===== config.mk =====
export PLATFORM = sky130hd
export DESIGN_NAME = axilite_regbank_flat
export DESIGN_NICKNAME = d
export VERILOG_FILES = /design/src/rtl/axilite_regbank_pkg.sv /design/src/rtl/axilite_regbank_if.sv /design/src/rtl/axilite_req_delay.sv /design/src/rtl/axilite_regbank.sv /design/src/flat_wrapper.sv
export SDC_FILE = /design/constraint.sdc
export NUM_CORES = 1
export LEC_CHECK = 0
export CAP_MARGIN = 5
export CORE_AREA = 2 2 180 270
export CTS_BUF_LIST = sky130_fd_sc_hd__clkbuf_8
export DETAILED_ROUTE_END_ITERATION = 8
export DIE_AREA = 0 0 182 272
export HOLD_SLACK_MARGIN = 0.08
export PLACE_DENSITY_LB_ADDON = 0.12
export SETUP_SLACK_MARGIN = 0.15
export SYNTH_ARGS = -nofsm -noshare
export SYNTH_HDL_FRONTEND = slang
export SYNTH_HIERARCHICAL = 1
export SYNTH_SLANG_ARGS = --single-unit

===== constraint.sdc =====
create_clock -name axi_clk -period 12.2 [get_ports axi_clk]
set_input_delay 1.22 -clock axi_clk [delete_from_list [all_inputs] [get_ports axi_clk]]
set_output_delay 1.22 -clock axi_clk [all_outputs]
set_load 0.02 [all_outputs]

===== src/rtl/axilite_regbank_pkg.sv =====
// Shared definitions for the AXI4-Lite register bank: word map, CONTROL bit
// positions and the request/ack channel state encoding.
package axilite_regbank_pkg;

    // Word addresses of the register map
    localparam int unsigned REG_VERSION    = 0;
    localparam int unsigned REG_SCRATCH    = 1;
    localparam int unsigned REG_CONTROL    = 2;
    localparam int unsigned REG_IRQ_STATUS = 3;
    localparam int unsigned REG_IRQ_ENABLE = 4;
    localparam int unsigned REG_COUNTER    = 5;
    localparam int unsigned REG_STATUS     = 6;
    localparam int unsigned REG_USER_BASE  = 8;

    // CONTROL register bit indices
    localparam int unsigned CTRL_ENABLE_BIT = 0;
    localparam int unsigned CTRL_CLEAR_BIT  = 1;

    // Per-channel request tracking state
    typedef enum logic [1:0] {
        IDLE = 2'd0,
        BUSY = 2'd1,
        ACK  = 2'd2
    } chan_state_t;

endpackage


===== src/rtl/axilite_regbank_if.sv =====
// Request/acknowledge bus between the AXI4-Lite bridge (master) and the
// register bank (slave). Word-addressed, one strobe per transaction.
interface axilite_regbank_if #(
    parameter int ADDR_WIDTH = 14
);
    logic                  axi_wreq;
    logic [ADDR_WIDTH-1:0] axi_waddr;
    logic [31:0]           axi_wdata;
    logic                  axi_wack;
    logic                  axi_werr;
    logic                  axi_rreq;
    logic [ADDR_WIDTH-1:0] axi_raddr;
    logic [31:0]           axi_rdata;
    logic                  axi_rack;
    logic                  axi_rerr;

    modport master (
        output axi_wreq, axi_waddr, axi_wdata, axi_rreq, axi_raddr,
        input  axi_wack, axi_werr, axi_rdata, axi_rack, axi_rerr
    );

    modport slave (
        input  axi_wreq, axi_waddr, axi_wdata, axi_rreq, axi_raddr,
        output axi_wack, axi_werr, axi_rdata, axi_rack, axi_rerr
    );
endinterface


===== src/rtl/axilite_req_delay.sv =====
// Fixed-latency request tracker: a req pulse accepted in IDLE produces a
// single-cycle ack exactly ACK_LATENCY cycles later. Requests arriving while
// busy are dropped. 'fire' marks the edge that raises ack, so the parent can
// commit writes and sample read data on that same edge.
module axilite_req_delay
    import axilite_regbank_pkg::*;
#(
    parameter int ACK_LATENCY = 2
) (
    input  logic clk,
    input  logic rst,
    input  logic req,
    output logic accept,
    output logic fire,
    output logic busy,
    output logic ack
);

    chan_state_t state_reg;
    logic [2:0]  cnt_reg;
    logic        ack_reg;

    assign busy   = (state_reg != IDLE);
    assign accept = req && (state_reg == IDLE);
    assign fire   = (ACK_LATENCY == 1) ? accept
                                       : ((state_reg == BUSY) && (cnt_reg == 3'd0));
    assign ack    = ack_reg;

    // Channel FSM: count down the remaining latency, then emit one ack cycle
    always_ff @(posedge clk or posedge rst) begin
        if (rst) begin
            state_reg <= IDLE;
            cnt_reg   <= 3'd0;
            ack_reg   <= 1'b0;
        end else begin
            case (state_reg)
                IDLE: begin
                    ack_reg <= 1'b0;
                    if (req) begin
                        if (ACK_LATENCY == 1) begin
                            state_reg <= ACK;
                            ack_reg   <= 1'b1;
                        end else begin
                            state_reg <= BUSY;
                            cnt_reg   <= 3'(ACK_LATENCY - 2);
                        end
                    end
                end
                BUSY: begin
                    if (cnt_reg == 3'd0) begin
                        state_reg <= ACK;
                        ack_reg   <= 1'b1;
                    end else begin
                        cnt_reg <= cnt_reg - 3'd1;
                    end
                end
                ACK: begin
                    state_reg <= IDLE;
                    ack_reg   <= 1'b0;
                end
                default: begin
                    state_reg <= IDLE;
                    ack_reg   <= 1'b0;
                end
            endcase
        end
    end

endmodule


===== src/rtl/axilite_regbank.sv =====
// Control/status register bank behind the AXI4-Lite bridge.
// Optional interrupt block enabled by defining REGBANK_IRQ_EN; without it the
// IRQ_STATUS/IRQ_ENABLE words decode as unmapped and irq_out is tied low.
module axilite_regbank
    import axilite_regbank_pkg::*;
#(
    parameter int          ADDR_WIDTH  = 14,
    parameter int          ACK_LATENCY = 2,
    parameter logic [31:0] VERSION     = 32'h0001_0000,
    parameter int          NUM_USER    = 4
) (
    input  logic                    axi_clk,
    input  logic                    axi_rst,
    axilite_regbank_if.slave        bus,
    input  logic [31:0]             status_in,
    input  logic [7:0]              irq_in,
    output logic                    ctrl_enable,
    output logic [32*NUM_USER-1:0]  user_regs,
    output logic                    irq_out
);

    logic w_accept, w_fire, w_ack, unused_w_busy;
    logic r_accept, r_fire, r_ack, unused_r_busy;

    logic [ADDR_WIDTH-1:0] waddr_reg;
    logic [31:0]           wdata_reg;
    logic [ADDR_WIDTH-1:0] raddr_reg;

    logic        werr_reg, rack_err_reg;
    logic [31:0] rdata_reg;
    logic [31:0] scratch_reg;
    logic        ctrl_enable_reg;
    logic [31:0] counter_reg;

    logic                w_sel_scratch, w_sel_control, w_sel_irq_status, w_sel_irq_enable;
    logic [NUM_USER-1:0] w_sel_user;
    logic                w_writable;
    logic [7:0]          irq_status_rd, irq_enable_rd;

    logic [31:0] rd_value;
    logic        rd_mapped;

    axilite_req_delay #(.ACK_LATENCY(ACK_LATENCY)) u_wr_delay (
        .clk(axi_clk), .rst(axi_rst), .req(bus.axi_wreq),
        .accept(w_accept), .fire(w_fire), .busy(unused_w_busy), .ack(w_ack)
    );

    axilite_req_delay #(.ACK_LATENCY(ACK_LATENCY)) u_rd_delay (
        .clk(axi_clk), .rst(axi_rst), .req(bus.axi_rreq),
        .accept(r_accept), .fire(r_fire), .busy(unused_r_busy), .ack(r_ack)
    );

    // Capture address/data of accepted requests for use at commit time
    always_ff @(posedge axi_clk or posedge axi_rst) begin
        if (axi_rst) begin
            waddr_reg <= '0;
            wdata_reg <= '0;
            raddr_reg <= '0;
        end else begin
            if (w_accept) begin
                waddr_reg <= bus.axi_waddr;
                wdata_reg <= bus.axi_wdata;
            end
            if (r_accept) begin
                raddr_reg <= bus.axi_raddr;
            end
        end
    end

    assign w_sel_scratch = (waddr_reg == ADDR_WIDTH'(REG_SCRATCH));
    assign w_sel_control = (waddr_reg == ADDR_WIDTH'(REG_CONTROL));
    assign w_writable    = w_sel_scratch | w_sel_control | w_sel_irq_status
                         | w_sel_irq_enable | (|w_sel_user);

    // User registers, one flop bank per slot, exported on the flat bus
    generate
        for (genvar gi = 0; gi < NUM_USER; gi++) begin : g_user
            logic [31:0] user_reg;
            assign w_sel_user[gi] = (waddr_reg == ADDR_WIDTH'(REG_USER_BASE + gi));
            assign user_regs[gi*32 +: 32] = user_reg;

            // Update on the commit edge of a write to this slot
            always_ff @(posedge axi_clk or posedge axi_rst) begin
                if (axi_rst)
                    user_reg <= '0;
                else if (w_fire && w_sel_user[gi])
                    user_reg <= wdata_reg;
            end
        end
    endgenerate

    // SCRATCH, CONTROL and the free-running COUNTER; soft-clear beats increment
    always_ff @(posedge axi_clk or posedge axi_rst) begin
        if (axi_rst) begin
            scratch_reg     <= '0;
            ctrl_enable_reg <= 1'b0;
            counter_reg     <= '0;
        end else begin
            if (w_fire && w_sel_scratch)
                scratch_reg <= wdata_reg;
            if (w_fire && w_sel_control)
                ctrl_enable_reg <= wdata_reg[CTRL_ENABLE_BIT];
            if (w_fire && w_sel_control && wdata_reg[CTRL_CLEAR_BIT])
                counter_reg <= '0;
            else if (ctrl_enable_reg)
                counter_reg <= counter_reg + 32'd1;
        end
    end

    assign ctrl_enable = ctrl_enable_reg;

`ifdef REGBANK_IRQ_EN
    localparam bit IRQ_PRESENT = 1'b1;
    logic [7:0] irq_status_reg, irq_enable_reg;
    logic       irq_out_reg;

    assign w_sel_irq_status = (waddr_reg == ADDR_WIDTH'(REG_IRQ_STATUS));
    assign w_sel_irq_enable = (waddr_reg == ADDR_WIDTH'(REG_IRQ_ENABLE));
    assign irq_status_rd    = irq_status_reg;
    assign irq_enable_rd    = irq_enable_reg;
    assign irq_out          = irq_out_reg;

    // Interrupt latch (W1C, new events win over clears) and registered irq_out
    always_ff @(posedge axi_clk or posedge axi_rst) begin
        if (axi_rst) begin
            irq_status_reg <= '0;
            irq_enable_reg <= '0;
            irq_out_reg    <= 1'b0;
        end else begin
            irq_status_reg <= (irq_status_reg
                               & ~((w_fire && w_sel_irq_status) ? wdata_reg[7:0] : 8'h00))
                              | irq_in;
            if (w_fire && w_sel_irq_enable)
                irq_enable_reg <= wdata_reg[7:0];
            irq_out_reg <= |(irq_status_reg & irq_enable_reg);
        end
    end
`else
    localparam bit IRQ_PRESENT = 1'b0;
    logic unused_irq;

    assign w_sel_irq_status = 1'b0;
    assign w_sel_irq_enable = 1'b0;
    assign irq_status_rd    = 8'h00;
    assign irq_enable_rd    = 8'h00;
    assign irq_out          = 1'b0;
    assign unused_irq       = ^irq_in;
`endif

    // Read decode of the captured address; unmapped words return 0
    always_comb begin
        rd_value  = '0;
        rd_mapped = 1'b0;
        if (raddr_reg == ADDR_WIDTH'(REG_VERSION)) begin
            rd_value = VERSION;            rd_mapped = 1'b1;
        end
        if (raddr_reg == ADDR_WIDTH'(REG_SCRATCH)) begin
            rd_value = scratch_reg;        rd_mapped = 1'b1;
        end
        if (raddr_reg == ADDR_WIDTH'(REG_CONTROL)) begin
            rd_value = {31'd0, ctrl_enable_reg}; rd_mapped = 1'b1;
        end
        if (IRQ_PRESENT && (raddr_reg == ADDR_WIDTH'(REG_IRQ_STATUS))) begin
            rd_value = {24'd0, irq_status_rd}; rd_mapped = 1'b1;
        end
        if (IRQ_PRESENT && (raddr_reg == ADDR_WIDTH'(REG_IRQ_ENABLE))) begin
            rd_value = {24'd0, irq_enable_rd}; rd_mapped = 1'b1;
        end
        if (raddr_reg == ADDR_WIDTH'(REG_COUNTER)) begin
            rd_value = counter_reg;        rd_mapped = 1'b1;
        end
        if (raddr_reg == ADDR_WIDTH'(REG_STATUS)) begin
            rd_value = status_in;          rd_mapped = 1'b1;
        end
        for (int i = 0; i < NUM_USER; i++) begin
            if (raddr_reg == ADDR_WIDTH'(REG_USER_BASE + i)) begin
                rd_value  = user_regs[i*32 +: 32];
                rd_mapped = 1'b1;
            end
        end
    end

    // Response flops: data/error are only non-zero in the ack cycle
    always_ff @(posedge axi_clk or posedge axi_rst) begin
        if (axi_rst) begin
            rdata_reg    <= '0;
            rack_err_reg <= 1'b0;
            werr_reg     <= 1'b0;
        end else begin
            rdata_reg    <= r_fire ? rd_value : 32'd0;
            rack_err_reg <= r_fire && !rd_mapped;
            werr_reg     <= w_fire && !w_writable;
        end
    end

    assign bus.axi_wack  = w_ack;
    assign bus.axi_werr  = werr_reg;
    assign bus.axi_rack  = r_ack;
    assign bus.axi_rdata = rdata_reg;
    assign bus.axi_rerr  = rack_err_reg;

endmodule


===== src/flat_wrapper.sv =====
// flat-port wrapper written by rule: the top's interface ports become plain ports
module axilite_regbank_flat import axilite_regbank_pkg::*;
#(
    parameter int          ADDR_WIDTH  = 14,
    parameter int          ACK_LATENCY = 2,
    parameter logic [31:0] VERSION     = 32'h0001_0000,
    parameter int          NUM_USER    = 4
)
  (axi_clk, axi_rst, status_in, irq_in, ctrl_enable, user_regs, irq_out, bus_axi_wreq, bus_axi_waddr, bus_axi_wdata, bus_axi_rreq, bus_axi_raddr, bus_axi_wack, bus_axi_werr, bus_axi_rdata, bus_axi_rack, bus_axi_rerr);
  axilite_regbank_if #(.ADDR_WIDTH(ADDR_WIDTH)) bus_i ();
  input  logic axi_clk;
  input  logic axi_rst;
  input  logic [31:0] status_in;
  input  logic [7:0] irq_in;
  output logic ctrl_enable;
  output logic [32*NUM_USER-1:0] user_regs;
  output logic irq_out;
  input wire logic [$bits(bus_i.axi_wreq)-1:0] bus_axi_wreq;
  input wire logic [$bits(bus_i.axi_waddr)-1:0] bus_axi_waddr;
  input wire logic [$bits(bus_i.axi_wdata)-1:0] bus_axi_wdata;
  input wire logic [$bits(bus_i.axi_rreq)-1:0] bus_axi_rreq;
  input wire logic [$bits(bus_i.axi_raddr)-1:0] bus_axi_raddr;
  output wire logic [$bits(bus_i.axi_wack)-1:0] bus_axi_wack;
  output wire logic [$bits(bus_i.axi_werr)-1:0] bus_axi_werr;
  output wire logic [$bits(bus_i.axi_rdata)-1:0] bus_axi_rdata;
  output wire logic [$bits(bus_i.axi_rack)-1:0] bus_axi_rack;
  output wire logic [$bits(bus_i.axi_rerr)-1:0] bus_axi_rerr;
  assign bus_i.axi_wreq = bus_axi_wreq;
  assign bus_i.axi_waddr = bus_axi_waddr;
  assign bus_i.axi_wdata = bus_axi_wdata;
  assign bus_i.axi_rreq = bus_axi_rreq;
  assign bus_i.axi_raddr = bus_axi_raddr;
  assign bus_axi_wack = bus_i.axi_wack;
  assign bus_axi_werr = bus_i.axi_werr;
  assign bus_axi_rdata = bus_i.axi_rdata;
  assign bus_axi_rack = bus_i.axi_rack;
  assign bus_axi_rerr = bus_i.axi_rerr;
  axilite_regbank #(.ADDR_WIDTH(ADDR_WIDTH), .ACK_LATENCY(ACK_LATENCY), .VERSION(VERSION), .NUM_USER(NUM_USER)) u_core (.axi_clk(axi_clk), .axi_rst(axi_rst), .bus(bus_i), .status_in(status_in), .irq_in(irq_in), .ctrl_enable(ctrl_enable), .user_regs(user_regs), .irq_out(irq_out));
endmodule

# Word-level counts from Yosys, hierarchy flattened
# Index checks and enable logic that the tools add are counted.
[word_totals] ff_bits=299 inputBits=104 out_inout_bits=166 wordCells=111
[op_classes] addsub=3 eq_ne=22 muxes=37 bitwise=2 n_reduce_logical=28
[op_table] operator="$mux 32" count=11
[op_table] operator="$eq 14x4->1 const B" count=8
[op_table] operator="$add 32x1->32 const B" count=1
[op_table] operator="$eq 14x1->1 const B" count=2
[op_table] operator="$eq 14x2->1 const B" count=2
[op_table] operator="$eq 14x3->1 const B" count=2
[op_table] operator="$mux 17" count=1
[op_table] operator="$logic_not 14->1" count=1
[op_table] operator="$logic_and 1x1->1" count=13
[op_table] operator="$mux 1" count=13
[op_table] operator="$mux 3" count=4
[op_table] operator="$pmux 3 s2" count=2
[op_table] operator="$mux 2" count=4
[op_table] operator="$ne 2x2->1 const B" count=4
[op_table] operator="$pmux 2 s2" count=2
[op_table] operator="$logic_not 3->1" count=2
[op_table] operator="$reduce_and 3->1" count=2
[op_table] operator="$reduce_bool 2->1" count=3
[op_table] operator="$sub 3x1->3 const B" count=2
[op_table] operator="$eq 2x1->1 const B" count=2
[op_table] operator="$logic_not 2->1" count=2
[op_table] operator="$ne 2x1->1 const B" count=2
[op_table] operator="$reduce_and 2->1" count=2
[op_table] operator="$reduce_or 4->1" count=1
[op_table] operator="other kinds (2)" count=4

# Logic depth before layout (Yosys ltp)
# Gate-level depths: netlist of the first run.
[logic_depth] word_depth=12 ltp_mapped=11 depth_no_buf=8

# Modules after synthesis
# Netlist of the first run, hierarchy kept.
[by_module_without_submodules] mod="axilite_regbank" instances=1 cells_per_inst=1114 area_each_um2=13327.8 seq_area_each_um2=7181.9
[by_module_without_submodules] mod="axilite_req_delay" instances=2 cells_per_inst=34 area_each_um2=337.8 seq_area_each_um2=150.1

# Worst setup path after synthesis of the first run
# No wires, ideal clock.
[synth_timing] kind="input port to flip-flop" from="input port bus_axi_wreq" to="register u_core.wdata_reg[10]" setup_ns=0.125 t_arrival_ns=2.404 required_ns=12.075 setup_slack_ns=9.671 stages=5 n_path_buf=2 cell_sequence="inv_1 > nor2_1 > clkbuf_1 > clkbuf_1 > mux2_2"
[synth_via] elab_chain_len=1
[synth_lines] element="start, declared" line_no="flat_wrapper.sv:18" rtl="input wire logic [$bits(bus_i.axi_wreq)-1:0] bus_axi_wreq;"
[synth_lines] element="$logic_and 1x1->1" line_no="axilite_req_delay.sv:24" rtl="assign accept = req && (state_reg == IDLE);"
[synth_lines] element="named net u_core.w_accept" line_no="axilite_regbank.sv:22" rtl="logic w_accept, w_fire, w_ack, unused_w_busy;"
[synth_lines] element="end signal, assigned" line_no="axilite_regbank.sv:62" rtl="wdata_reg <= bus.axi_wdata;"
[synth_lines] element="end, declared" line_no="axilite_regbank.sv:26" rtl="logic [31:0] wdata_reg;"
# The timed path passes the listed nets, and every way through them passes these cells.
# A chain may end at the register's enable or synchronous reset.

# Worst setup path in the final report of the first run
[layout_timing] from="register u_core.raddr_reg[0]" to="register u_core.rdata_reg[30] (netlist: u_core/bus.axi_rdata[30])"
[layout_via] elab_chain_len=10 word_cells_on_any_way=17 cone_classes="8 x eq/ne; 9 x mux"
[layout_lines] element="start, declared" line_no="axilite_regbank.sv:27" rtl="logic [ADDR_WIDTH-1:0] raddr_reg;"
[layout_lines] element="start signal, assigned" line_no="axilite_regbank.sv:65" rtl="raddr_reg <= bus.axi_raddr;"
[layout_lines] element="$eq 14x1->1" line_no="axilite_regbank.sv:157" rtl="if (raddr_reg == ADDR_WIDTH'(REG_SCRATCH)) begin"
[layout_lines] element="$mux 32" line_no="axilite_regbank.sv:157"
[layout_lines] element="$mux 32" line_no="axilite_regbank.sv:160" rtl="if (raddr_reg == ADDR_WIDTH'(REG_CONTROL)) begin"
[layout_lines] element="$mux 32" line_no="axilite_regbank.sv:169" rtl="if (raddr_reg == ADDR_WIDTH'(REG_COUNTER)) begin"
[layout_lines] element="$mux 32" line_no="axilite_regbank.sv:172" rtl="if (raddr_reg == ADDR_WIDTH'(REG_STATUS)) begin"
[layout_lines] element="$mux 32 (3 in a row)" line_no="axilite_regbank.sv:176" rtl="if (raddr_reg == ADDR_WIDTH'(REG_USER_BASE + i)) begin"
[layout_lines] element="$mux 32 (*)" line_no="axilite_regbank.sv:176"
[layout_lines] element="$mux 32 (*)" line_no="axilite_regbank.sv:190" rtl="rdata_reg <= r_fire ? rd_value : 32'd0;"
[layout_lines] element="end signal, assigned" line_no="axilite_regbank.sv:190"
[layout_lines] element="end, declared" line_no="axilite_regbank.sv:30" rtl="logic [31:0] rdata_reg;"
# Mark *: on every way between the ends. The rest lies on a longest branch, timed or not.

==> impl_metrics.csv, run 1 <==
group,metric,value,unit
outcome,status,"finished, final reports clean",
detailed_routing,num_vias,10568,
sta,min_period,3383,ps
clock_network,clkTransAtPathRegs,70,ps
place,hpwl,30310,µm
final_layout,syn2layout_area_growth,30.16,%
clock_network,post_cts.repair.setup_buffers,0,
clock_network,cts_buffers,50,
worst_setup_path,cp_top_family,"buffers and inverters",
sta,fmax,0.2956,GHz
yosys,synth_common_cells,"dfrtp_1, mux2_2, nand2_1",
yosys,netlist_instances,1182,
yosys,yosys.area_share.adder,0.4467,%
clock_network,clock_path_buffers,3,
yosys,yosysSeqAreaShare,53.43,%
worst_setup_path,crit_slowest_cell,"buf_4",
sta,finClkSkew,28.40,ps
sta,tns,0,ps
worst_setup_path,cp.depth,6,
detailed_routing,drt.antenna.violating_nets,0,
clock_network,cts_resized,0,
die,rows,98,
yosys,syn-cell-area,14000,µm²
detailed_routing,drt_iter0_drc,462,
final_layout,drive_gt1_share,22.68,%
clock_network,clock-root-buffer,"clkbuf_8",
yosys,synthTopCellsByArea,"dfrtp_1, mux2_2, mux2_1",
worst_setup_path,r2r_setup_slack,8820,ps
detailed_routing,remaining_drc_errors,0,
clock_network,cts_max_level,2,
detailed_routing,routed_via_density,5.140,
yosys,synth_simple_gate_area_share,10.97,%
detailed_routing,avgRoutedWirePerCell,23.52,µm
yosys,syn_avg_cell_area,11.85,µm²
die,start_util,29.59,%
die,ios,270,
grt,grt_pass1_vias,11113,
worst_setup_path,crit_top_cell,"buf_4",
grt,grt_max_degree,168,
die,die_area,49500,µm²
run,drv_cap,0,
grt,grt_usage,19.33,%
yosys,synth-edff-count,0,
worst_setup_path,slowest_delay,730,ps
sta,maxSlewViolCount,0,
clock_network,cts_sinks,299,
final_layout,multi_input_area,6155,µm²
yosys,ys_seq_elements,299,
worst_setup_path,crit_type,"flip-flop to flip-flop",
clock_network,cts_tree,"done",
min_path,min_path_type,"flip-flop to flip-flop",
final_layout,fillers,4678,
yosys,synthMuxAreaShare,20.92,%
final_layout,seq_area,7487,µm²
worst_setup_path,r2r_cells,6,
place,io_buffers,260,
yosys,yosysMostFrequentCell,"dfrtp_1",
yosys,synth_top_family_by_area,"multiplexers",
sta,setup_viol,0,
yosys,synth-xor-area-share,0.7505,%
die,die_w,182,µm
grt,grt_pass1_wl,72350,µm
pwr,vdd.ir_drop.worst,0.09623,mV
yosys,synth_top_flop_cell,"dfrtp_1",
worst_setup_path,crit_buf_inv,2,
die,fp.dieH,272,µm
detailed_routing,first_pass_iters,4,
yosys,synth_compound_area_share,10.28,%
worst_setup_path,arrival,3910,ps
sta,slew_headroom,26.04,%
yosys,synth_top_cell_area_share,53.43,%
pwr,leakage,7.830,nW
worst_setup_path,cp-start-kind,"flip-flop",
sta,grt_setup_unrepaired,"false",
worst_setup_path,path_cells,"buf_4, nor2b_4, buf_4, a22oi_1, or4_1, a21oi_1",
yosys,synthArstFlopShare,100.0,%
final_layout,fin_nets,1526,
sta,final.period_utilization,27.73,%
clock_network,insertion_delay,620,ps
worst_setup_path,worst_setup_path_end_kind,"flip-flop",
sta,finalHoldViolCount,0,
yosys,synth_nets,1291,
yosys,synth_largest_area_cell,"dfrtp_1",
die,core,47330,µm²
clock_network,ctsHoldBuffers,0,
detailed_routing,wl,48350,µm
worst_setup_path,crit_path_max_fanout,57,
sta,hold_ws,494.7,ps
worst_setup_path,required,12730,ps
yosys,ys_warn_count,6,
final_layout,largest_reg_flops,128,
grt,grt_overflow,0,
pwr,powerDensity,165.8,nW/µm²
sta,tightest_slew,1109,ps
yosys,ys_types,59,
grt,antenna_found_initial,4,
min_path,min_path_cells,2,
place,routabilityCongestion,0.7418,
## cell usage in the layout, fill, tap and decap left out, types with 4 or more instances in the layout
cell type | Yosys | final
a21o_1 | 25 | 25
a21oi_1 | 28 | 28
a22o_1 | 4 | 4
a22oi_1 | 27 | 27
a31o_2 | 27 | 27
and3_1 | 12 | 12
buf_4 | 1 | 13
clkbuf_8 | 0 | 65
clkdlybuf4s50_1 | 0 | 260
dfrtp_1 | 299 | 297
ha_1 | 5 | 5
inv_1 | 17 | 34
mux2_1 | 36 | 36
mux2_2 | 183 | 183
mux2_4 | 4 | 4
mux2i_1 | 38 | 38
nand2_1 | 74 | 74
nand3_1 | 37 | 37
nand3b_1 | 36 | 36
nand4_1 | 9 | 9
nor2_1 | 35 | 30
nor2_4 | 0 | 4
nor2b_1 | 10 | 6
nor2b_4 | 0 | 4
nor3_1 | 9 | 9
nor4_1 | 10 | 9
o21ai_0 | 51 | 51
o21bai_1 | 5 | 5
o22ai_1 | 27 | 27
o31ai_1 | 11 | 11
or2_2 | 4 | 4
or3_1 | 6 | 5
or4_1 | 14 | 12
xnor2_1 | 9 | 9
## power by group
part	switching (mW)	total, mW	internal [mW]	leakage, nW
Sequential	0.211	1.33	1.12	4.03
Combinational	0.435	0.757	0.322	3.20
Clock	0.436	0.935	0.499	0.605
## tightest hold or removal path: cells and delay by family (launching register included)
family	cells	cell delay [ps]
DFF	1	340
and+or+nand+nor	2	120
## layout make-up
cell class / instances / share of cell area (%)
Clock buffer: 65 / 4.908
Inverter: 17 / 0.3913
Sequential cell: 299 / 41.08
Clock inverter: 25 / 0.8031
Timing Repair Buffer: 274 / 14.92
Antenna cell: 1 / 0.01373
Multi-Input combinational cell: 775 / 33.77
Tap cell: 600 / 4.119
## metrics by stage
step	setup WS [ps]	instances	cell area (µm²)	utilization, %	power [mW]
after floorplan	3059	1182	14000	-	1.778
after global placement	8608	1965	17180	36.31	2.107
after detailed placement	8624	1965	17180	36.31	2.118
after CTS	8778	2055	18230	38.51	3.074
after global routing	8674	2056	18230	38.51	3.189
final	8817	2056	18230	38.51	3.022
## cell families (layout without fill, tap and decap cells)
kind of cell / Yosys count / count (layout)
multiplexers: 262 / 262
XOR/XNOR: 12 / 12
AND/OR/NAND/NOR: 279 / 279
AO/OA/AOI/OAI: 216 / 216
buffers and inverters: 108 / 381
other: 1 / 2
flip-flops: 299 / 299
adder cells (fa/ha/maj): 5 / 5
## metal layers
layer,track usage (%),vias up,part of all wire (%)
li1,-,4778,-
met1,23.16,5419,40
met2,34.42,282,52
met3,3.771,87,5.1
met4,6.834,2,3.1
met5,0,-,0.027
## path summary, 6_finish.rpt
kind / from / endpoint
max: u_core/raddr_reg[0] / u_core/bus.axi_rdata[30]
min: u_core/u_wr_delay/ack / u_core/u_wr_delay/ack
max reg2reg: u_core/raddr_reg[0] / u_core/bus.axi_rdata[30]
min reg2reg: u_core/u_wr_delay/ack / u_core/u_wr_delay/ack
max in group asynchronous: axi_rst / u_core/bus.axi_rdata[27]
min in group asynchronous: axi_rst / u_core/u_wr_delay/ack
Power figures use the tool's default switching activity.
==> inputs of run 2 (changes only) <==
clock period = 2.93 ns   (was 12.2 ns; I/O delays follow)
==> run 2 against run 1 <==
Compared with the run above: global-route usage decreased by 0.18 points; utilization grew 0.63 points; combinational power rose to 4.7 times the previous value; worst setup slack worse by 8500 ps; routed wire length is 1.2% lower; hold slack worse by 200 ps; via count rose by 0.45%; critical path depth rose by 4; critical path type unchanged; largest cell class unchanged; largest power group unchanged.
==> impl_metrics.csv, run 2 (synthesized netlist as in run 1, its figures left out) <==
group,metric,value,unit
outcome,status,"finished, final reports clean",
final_layout,final_util,39.14,%
die,core,47330,µm²
detailed_routing,drt.antenna.violating_nets,0,
final_layout,layout_common_cells,"dfrtp_1, clkdlybuf4s50_1, mux2_2",
grt,grt_pass1_vias,11226,
final_layout,multi_input_area,6166,µm²
detailed_routing,routed_via_density,5.114,
pwr,power.total,12.62,mW
worst_setup_path,arrival,3100,ps
detailed_routing,wl,47790,µm
place,post-place-cells,1988,
die,die_area,49500,µm²
worst_setup_path,crit_type,"flip-flop to flip-flop",
place,hpwl,30680,µm
die,rows,98,
clock_network,post_cts.repair.setup_buffers,0,
die,die_w,182,µm
final_layout,fin_nets,1551,
min_path,min_path_type,"input port to flip-flop",
sta,fmax,0.3840,GHz
clock_network,clock-root-buffer,"clkbuf_8",
grt,grt_overflow,0,
clock_network,cts_max_level,2,
run,drv_cap,0,
clock_network,insertion_delay,610,ps
detailed_routing,first_pass_iters,7,
place,routabilityCongestion,0.7360,
sta,maxSlewViolCount,0,
detailed_routing,drt_iter0_drc,421,
die,fp.dieH,272,µm
final_layout,finalNonFillerCells,2076,
clock_network,clkTransAtPathRegs,70,ps
sta,setup_ws,325.9,ps
pwr,vdd.ir_drop.worst,0.5516,mV
clock_network,clock_path_buffers,3,
sta,final.period_utilization,88.88,%
detailed_routing,avgRoutedWirePerCell,23.02,µm
final_layout,largest_reg_flops,128,
place,io_buffers,260,
worst_setup_path,crit_path_max_fanout,29,
pwr,powerDensity,681.1,nW/µm²
die,start_util,29.59,%
sta,slew_headroom,33.42,%
pwr,leakage,7.957,nW
clock_network,cts_tree,"done",
worst_setup_path,cp-start-kind,"flip-flop",
sta,tns,0,ps
sta,grt_setup_unrepaired,"false",
sta,min_period,2604,ps
sta,tightest_slew,973.5,ps
place,place_ws,308.9,ps
grt,grt_pass1_wl,71780,µm
die,ios,270,
sta,setup_viol,0,
worst_setup_path,required,3420,ps
grt,grt_usage,19.15,%
final_layout,seq_area,7487,µm²
sta,finClkSkew,28.42,ps
grt,antenna_found_initial,3,
worst_setup_path,worst_setup_path_end_kind,"flip-flop",
final_layout,drive_gt1_share,23.83,%
sta,finalHoldViolCount,0,
clock_network,cts_sinks,299,
grt,grt_max_degree,106,
final_layout,fillers,4603,
detailed_routing,remaining_drc_errors,0,
clock_network,cts_buffers,51,
final_layout,final_common_cell,"dfrtp_1",
final_layout,syn2layout_area_growth,32.28,%
detailed_routing,num_vias,10616,
run 2: final cells by class:
| type | count | area share (%) |
|---|---|---|
| clock inverter | 21 | 0.5404 |
| tap | 600 | 4.053 |
| multi-input combinational | 775 | 33.29 |
| timing repair buffer | 298 | 16.62 |
| sequential | 299 | 40.42 |
| antenna | 3 | 0.04053 |
| clock buffer | 63 | 4.681 |
| inverter | 17 | 0.3647 |
run 2: worst max-delay path: stages, from the launching register on:
cell	delay (ps)
dfrtp_1	410
inv_1	90
ha_1	230
nand2b_4	100
nor2_4	150
buf_4	300
inv_1	140
nor4_4	360
buf_12	280
o21ai_0	110
o21ai_0	290
run 2: routing by layer:
layer	track usage [%]	share of wire (%)	wire (µm)
met2	34.27	51	24590
met1	22.97	41	19450
met4	6.430	2.9	1399
met5	0	0.019	9
met3	3.677	4.9	2337
run 2: worst paths after layout:
kind                                                    from                              to  slack (ps)  cells past startpoint
worst max-delay path            u_core/u_rd_delay/cnt_reg[0]        u_core/bus.axi_rdata[19]         330                     10
worst min-delay path                        bus_axi_wdata[7]             u_core/wdata_reg[7]         290                      2
worst max register to register  u_core/u_rd_delay/cnt_reg[0]        u_core/bus.axi_rdata[19]         330                     10
worst min register to register         u_core/u_rd_delay/ack           u_core/u_rd_delay/ack         500                      2
max in group asynchronous                            axi_rst             u_core/wdata_reg[9]        1340                      4
min in group asynchronous                            axi_rst  u_core/u_rd_delay/state_reg[1]         620                      3
run 2: repair_timing:
item | in CTS | in global routing
hold endpoints to repair | 12 | 0
endpoints found under the setup margin | 0 | 11
hold buffers | 1 | 0
resized for setup | 0 | 2
run 2: stage by stage:
stage,instance area (µm²),hold WS (ps)
after floorplan,14010,83.96
after global routing,18520,254.7
after global placement,17530,487.5
after CTS,18510,238.6
after detailed placement,17530,491.3
final,18520,294.5
run 2: report_power, final:
| group | switching, mW | internal [mW] |
|---|---|---|
| Combinational | 2.07 | 1.50 |
| Clock | 1.78 | 1.93 |
| Sequential | 0.691 | 4.66 |
| Total | 4.53 | 8.08 |
==> inputs of run 3 (changes only) <==
SLEW_MARGIN = 20   (was unset)
==> results of run 3 <==
Final layout, timing and power as in run 2 (identical DEF).
